--- config.mk ---
export PLATFORM = sky130hd
export DESIGN_NAME = pll_lock_sequencer
export DESIGN_NICKNAME = d
export VERILOG_FILES = /design/src/rtl/pll_seq_pkg.sv /design/src/rtl/sync_bit.sv /design/src/rtl/pll_lock_sequencer.sv
export SDC_FILE = /design/constraint.sdc
export NUM_CORES = 1
export LEC_CHECK = 0
export BUFFER_PORTS_ARGS = -buffer_cell sky130_fd_sc_hd__buf_2
export CAP_MARGIN = 10
export CORE_MARGIN = 5
export CORE_UTILIZATION = 62
export CTS_CLUSTER_SIZE = 28
export DETAILED_ROUTE_END_ITERATION = 12
export GPL_TIMING_DRIVEN = 0
export HOLD_SLACK_MARGIN = 0.1
export PLACE_DENSITY = 0.84
export SLEW_MARGIN = 0
export SYNTH_ARGS = -nofsm -noshare
export SYNTH_HDL_FRONTEND = slang
export SYNTH_HIERARCHICAL = 1
export SYNTH_SLANG_ARGS = --single-unit
--- constraint.sdc ---
create_clock -name clkin -period 4.5 [get_ports clkin]
set_input_delay 0.45 -clock clkin [delete_from_list [all_inputs] [get_ports clkin]]
set_output_delay 0.45 -clock clkin [all_outputs]
set_load 0.05 [all_outputs]
--- src/rtl/pll_seq_pkg.sv ---
// Shared types for the PLL lock sequencer: FSM state encoding and status counter width.
// Latency: n/a (declarations only).
// Backpressure: n/a.
package pll_seq_pkg;

    typedef enum logic [1:0] {
        RST_PLL   = 2'd0,
        WAIT_LOCK = 2'd1,
        STABLE    = 2'd2,
        RUN       = 2'd3
    } state_t;

    localparam int STAT_W = 8;
    localparam logic [STAT_W-1:0] STAT_MAX = '1;

endpackage

--- src/rtl/sync_bit.sv ---
// Multi-flop synchronizer for a single asynchronous bit into the clk domain.
// Latency: STAGES clk cycles from d to q.
// Backpressure: none; samples d every cycle.
//
// Ports: clk (sampling clock), reset (sync active-high, clears chain to 0),
//        d (async input), q (synchronized output).
module sync_bit #(
    parameter int STAGES = 2
) (
    input  logic clk,
    input  logic reset,
    input  logic d,
    output logic q
);

    logic [STAGES-1:0] chain;

    always_ff @(posedge clk) begin
        if (reset) begin
            chain <= '0;
        end else begin
            chain <= {chain[STAGES-2:0], d};
        end
    end

    assign q = chain[STAGES-1];

endmodule

--- src/rtl/pll_lock_sequencer.sv ---
// Sequences PLL reset pulse, lock qualification and downstream system reset release.
// Latency: outputs are registered state decodes; lock input seen SYNC_STAGES cycles late.
// Backpressure: none; force_relock/status_clr are single-cycle requests acted on immediately.
//
// Ports: clkin (27 MHz ref, only clock), reset (sync active-high), pll_lock (async),
//        force_relock, status_clr (requests), pll_reset, sys_reset, ready (control),
//        timeout_err, retry_cnt, relock_cnt (status).
module pll_lock_sequencer
    import pll_seq_pkg::*;
#(
    parameter int RST_CYCLES         = 16,
    parameter int LOCK_STABLE_CYCLES = 2700,
    parameter int LOCK_TIMEOUT       = 27000,
    parameter int SYNC_STAGES        = 2,
    parameter int CNT_W              = 16
) (
    input  logic              clkin,
    input  logic              reset,
    input  logic              pll_lock,
    input  logic              force_relock,
    input  logic              status_clr,
    output logic              pll_reset,
    output logic              sys_reset,
    output logic              ready,
    output logic              timeout_err,
    output logic [STAT_W-1:0] retry_cnt,
    output logic [STAT_W-1:0] relock_cnt
);

    localparam logic [CNT_W-1:0] RST_LAST     = CNT_W'(RST_CYCLES - 1);
    localparam logic [CNT_W-1:0] STABLE_LAST  = CNT_W'(LOCK_STABLE_CYCLES - 1);
    localparam logic [CNT_W-1:0] TIMEOUT_LAST = CNT_W'(LOCK_TIMEOUT - 1);

    state_t           state;
    state_t           state_nxt;
    logic [CNT_W-1:0] cnt;
    logic [CNT_W-1:0] cnt_nxt;
    logic             lock_s;
    logic             timeout_evt;
    logic             loss_evt;

    sync_bit #(
        .STAGES (SYNC_STAGES)
    ) u_lock_sync (
        .clk   (clkin),
        .reset (reset),
        .d     (pll_lock),
        .q     (lock_s)
    );

    // Next-state and event decode. force_relock is checked first in every
    // lock-driven state so it overrides any lock transition in the same cycle.
    always_comb begin
        state_nxt   = state;
        cnt_nxt     = cnt + CNT_W'(1);
        timeout_evt = 1'b0;
        loss_evt    = 1'b0;
        case (state)
            RST_PLL: begin
                // force_relock deliberately ignored: the pulse is never restarted.
                if (cnt == RST_LAST) begin
                    state_nxt = WAIT_LOCK;
                    cnt_nxt   = '0;
                end
            end
            WAIT_LOCK: begin
                if (force_relock) begin
                    state_nxt = RST_PLL;
                    cnt_nxt   = '0;
                end else if (lock_s) begin
                    state_nxt = STABLE;
                    cnt_nxt   = '0;
                end else if (cnt == TIMEOUT_LAST) begin
                    state_nxt   = RST_PLL;
                    cnt_nxt     = '0;
                    timeout_evt = 1'b1;
                end
            end
            STABLE: begin
                if (force_relock) begin
                    state_nxt = RST_PLL;
                    cnt_nxt   = '0;
                end else if (!lock_s) begin
                    // Glitch: requalify from scratch without touching the PLL.
                    state_nxt = WAIT_LOCK;
                    cnt_nxt   = '0;
                end else if (cnt == STABLE_LAST) begin
                    state_nxt = RUN;
                    cnt_nxt   = '0;
                end
            end
            RUN: begin
                cnt_nxt = cnt;
                if (force_relock) begin
                    state_nxt = RST_PLL;
                    cnt_nxt   = '0;
                end else if (!lock_s) begin
                    state_nxt = RST_PLL;
                    cnt_nxt   = '0;
                    loss_evt  = 1'b1;
                end
            end
            default: begin
                state_nxt = RST_PLL;
                cnt_nxt   = '0;
            end
        endcase
    end

    // Outputs are decoded from the next state so they move on the same edge
    // as the state register itself.
    always_ff @(posedge clkin) begin
        if (reset) begin
            state       <= RST_PLL;
            cnt         <= '0;
            pll_reset   <= 1'b1;
            sys_reset   <= 1'b1;
            ready       <= 1'b0;
            timeout_err <= 1'b0;
            retry_cnt   <= '0;
            relock_cnt  <= '0;
        end else begin
            state     <= state_nxt;
            cnt       <= cnt_nxt;
            pll_reset <= (state_nxt == RST_PLL);
            ready     <= (state_nxt == RUN);
            sys_reset <= (state_nxt != RUN);

            // Clear beats a coincident increment.
            if (status_clr) begin
                timeout_err <= 1'b0;
                retry_cnt   <= '0;
                relock_cnt  <= '0;
            end else begin
                if (timeout_evt) begin
                    timeout_err <= 1'b1;
                    if (retry_cnt != STAT_MAX) begin
                        retry_cnt <= retry_cnt + STAT_W'(1);
                    end
                end
                if (loss_evt && (relock_cnt != STAT_MAX)) begin
                    relock_cnt <= relock_cnt + STAT_W'(1);
                end
            end
        end
    end

endmodule
==> results by group <==
Run status
  • Outcome: complete, no violations

Critical path
  • Critical path fanouts, max: 10
  • R2R Setup Slk: 2530 ps
  • CP Class: reg -> reg
  • Req. time, crit path: 4750 ps
  • Worst EP arrival: ~2200 ps
  • Critical Path Start Type: register
  • Crit path capture type: register

Floorplanning
  • Core Rows: 21
  • Starting Density: 62.7%
  • IO Pins: 25
  • Total core area: 3280 um^2
  • Die area: 4580 um^2
  • Die Y: 67.7 um
  • Die width: 67.7 um

GRT
  • GRT Overall Usage: a little under a fifth
  • Number of global-route vias before repair: 1489
  • Pin count of the biggest net entering global routing: 14
  • Global-route wire length before repair: 6600 um
  • Initial antenna violation count: 0
  • Grt total ovfl: 0

Timing
  • Max Slew Vio Count: 0
  • RSZ-0062 raised after global routing: false
  • Period utilization: a little over two fifths
  • Clock Skew: 16.7 ps
  • Worst slew pin tran: 753 ps
  • Fmax: 0.509 GHz
  • Slew HR: between 40% and 50%
  • Hold Vio Cnt, Final: 0
  • Setup TNS: 0 ps
  • Minimum clock period: 1970 ps
  • Final Setup Violations: 0

Drt
  • DR vias/cell: 5.61
  • Routed Antenna Nets: 0
  • Via count: between 1500 and 2000
  • Drt pass-1 iters: 4
  • Initial DRC Count: 84
  • Routed Wire Length: 3870 um
  • DRC Markers: 0
  • Routed wire length per instance: 12.9 um

Logic synthesis
  • Proportion of synthesized area in mux cells: 1.94%
  • Largest family of logic cells by synthesized area: simple AND/OR/NAND/NOR gates
  • YS warnings: 6
  • Ys flop type: dfxtp_1
  • Unique masters post-synth: 52
  • EDFF count, synth: 0
  • Synth area leaders: dfxtp_1, xnor2_1, nor2_1
  • Netlist Area Pre-Place: 2060 um^2
  • Mapped Nets: 231
  • Post-Synth XOR/XNOR Area: 8.93%
  • Synth area leader: dfxtp_1
  • Ys async rst share: 0%
  • Compound-cell area share of the yosys netlist: 9.35%
  • Synth Area in Adders: 1.82%
  • Syn avg cell area: a little over 9 um^2
  • Simple logic cell fraction of the synthesized area: between 30% and 40%
  • Area share of the largest cell type after synthesis: 38.9%
  • Post-synthesis sequential area ratio: around two fifths
  • Post-Synthesis Cells: 223
  • Register bit count reported by yosys: 40

Layout
  • Proportion of layout cells with a drive suffix above 1: 23.5%
  • Area growth syn-to-layout: 12.5%
  • # fillers: 263
  • Final non-filler cell area: 2320 um^2
  • Final Net Count: 262
  • Number of diodes: 0
  • Non-Filler Instances: 301

Clock tree
  • Clock insertion delay at the later pin of the skew report: 360 ps
  • Post-CTS Resized: 0
  • Clk sinks: 40
  • Post-CTS Hold Buffers: 0
  • Max Root-Sink Buffers: 2
  • Postcts setup bufs: 0
  • Htree depth: 2
  • Root buffer cell: clkbuf_4
  • TritonCTS clock tree: done
  • Clk pin slew, worst setup/hold paths: between 100 and 150 ps
  • Num CTS Buffers: 5

Placement
  • PortBufs: 24
  • Cell count after placement: 293
  • Routability Congestion: just under 0.9
  • Area post-placement: 2240 um^2
  • HPWL Detailed: between 2000 and 3000 um

Pwr
  • Combinational Power Share: 3.3%
  • VDD IR max: 176 uV
  • Final Power: 0.616 mW
  • Int Power: 0.482 mW
  • Reg power frac: 58.6%
  • Clock power share: 38.1%
  • LEAKAGE: about 0.88 nW
  • PD cells: 266 nW/um^2
  • Switching Share: 21.8%
  • Switching power: 0.134 mW

Min path
  • Hold crit path type: in -> reg

Flow run
  • Total of max-cap violations: 0
registers in the layout, summed over array words and instances, names as in the netlist:
register / flops
sys_reset: 1
ready: 1
u_lock_sync/chain: 2
timeout_err: 1
cnt: 16
pll_reset: 1
state: 2
relock_cnt: 8
retry_cnt: 8
critical path, cell delays in order (launching register included):
cell and delay, ps:
dfxtp_1 410, ha_1 210, and3_1 260, a41oi_1 200, a21o_4 270, o31ai_4 270, buf_6 210, nor2_2 50
worst paths after layout:
kind              depth (start not counted)                  from              endpoint
hold / removal                            2                 reset  u_lock_sync/chain[1]
setup / recovery                          7                cnt[0]                cnt[5]
setup reg to reg                          7                cnt[0]                cnt[5]
hold reg to reg                           1  u_lock_sync/chain[0]  u_lock_sync/chain[1]
power groups by stage:
stage,clock network (mW),registers (mW),logic [mW]
after floorplan,0,0.368,0.0155
after global placement,0,0.369,0.0202
after detailed placement,0,0.369,0.0206
after CTS,0.240,0.361,0.0206
after global routing,0.262,0.362,0.0233
final,0.235,0.361,0.0202
cell type report:
cell class                 count  area [um^2]  share of cell area [%]
tap                           46         57.6                    2.48
multi-input combinational    166         1170                    50.5
buffer                        10         62.6                    2.70
clock buffer                   5         37.5                    1.62
timing repair buffer          24          120                    5.18
inverter                       7         26.3                    1.13
clock inverter                 3         42.5                    1.83
sequential                    40          801                    34.5
layer usage:
| metal | vias to the layer above | global-route usage (%) | part of all wire (%) |
|---|---|---|---|
| li1 | 857 | - | - |
| met1 | 784 | 25.3 | 48 |
| met2 | 40 | 28.6 | 45 |
| met3 | 7 | 3.99 | 5.1 |
| met4 | 0 | 11.4 | 1.6 |
| met5 | - | 0 | 0 |
cell usage after synthesis (2+ instances only):
cell type   n
a2111oi_1   2
a21oi_1     6
and2_1      2
and3_1      4
and4_1      4
buf_2       2
buf_6       3
clkbuf_1    5
dfxtp_1    40
ha_1        3
inv_1       7
mux2i_1     4
nand2_1    14
nand3_1    11
nand4_1     9
nor2_1     23
nor2_2     10
nor2b_1     2
nor3_1      9
nor3b_1     2
nor4_1      4
nor4_4      2
o2111ai_1   2
o21ai_0     3
or3_1       4
xnor2_1    12
xor2_1      9
cells by family (layout without fill, tap and decap cells):
family / after synthesis / in the layout
compound gates: 24 / 24
xor+xnor: 21 / 21
fa+ha+maj: 3 / 3
buf+inv: 17 / 49
flops: 40 / 40
mux: 4 / 4
simple gates: 114 / 114
placed cells by master, fill, tap and decap left out, types with 5 or more instances in the layout:
master | netlist | layout
buf_2 | 2 | 26
dfxtp_1 | 40 | 40
clkbuf_4 | 0 | 5
nand4_1 | 9 | 9
a21oi_1 | 6 | 6
xnor2_1 | 12 | 12
clkbuf_1 | 5 | 5
nor3_1 | 9 | 9
nand2_1 | 14 | 14
nor2_2 | 10 | 10
nand3_1 | 11 | 11
xor2_1 | 9 | 9
inv_1 | 7 | 7
nor2_1 | 23 | 23
per-stage QoR:
stage	worst slack [ps]	hold slack, ps	utilization (%)
after floorplan	2520	414	-
after global placement	2510	421	68.2
after detailed placement	2520	447	68.2
after CTS	2520	257	70.6
after global routing	2360	248	70.6
final	2530	261	70.6
Note: power is estimated with default switching activity, not from simulation.
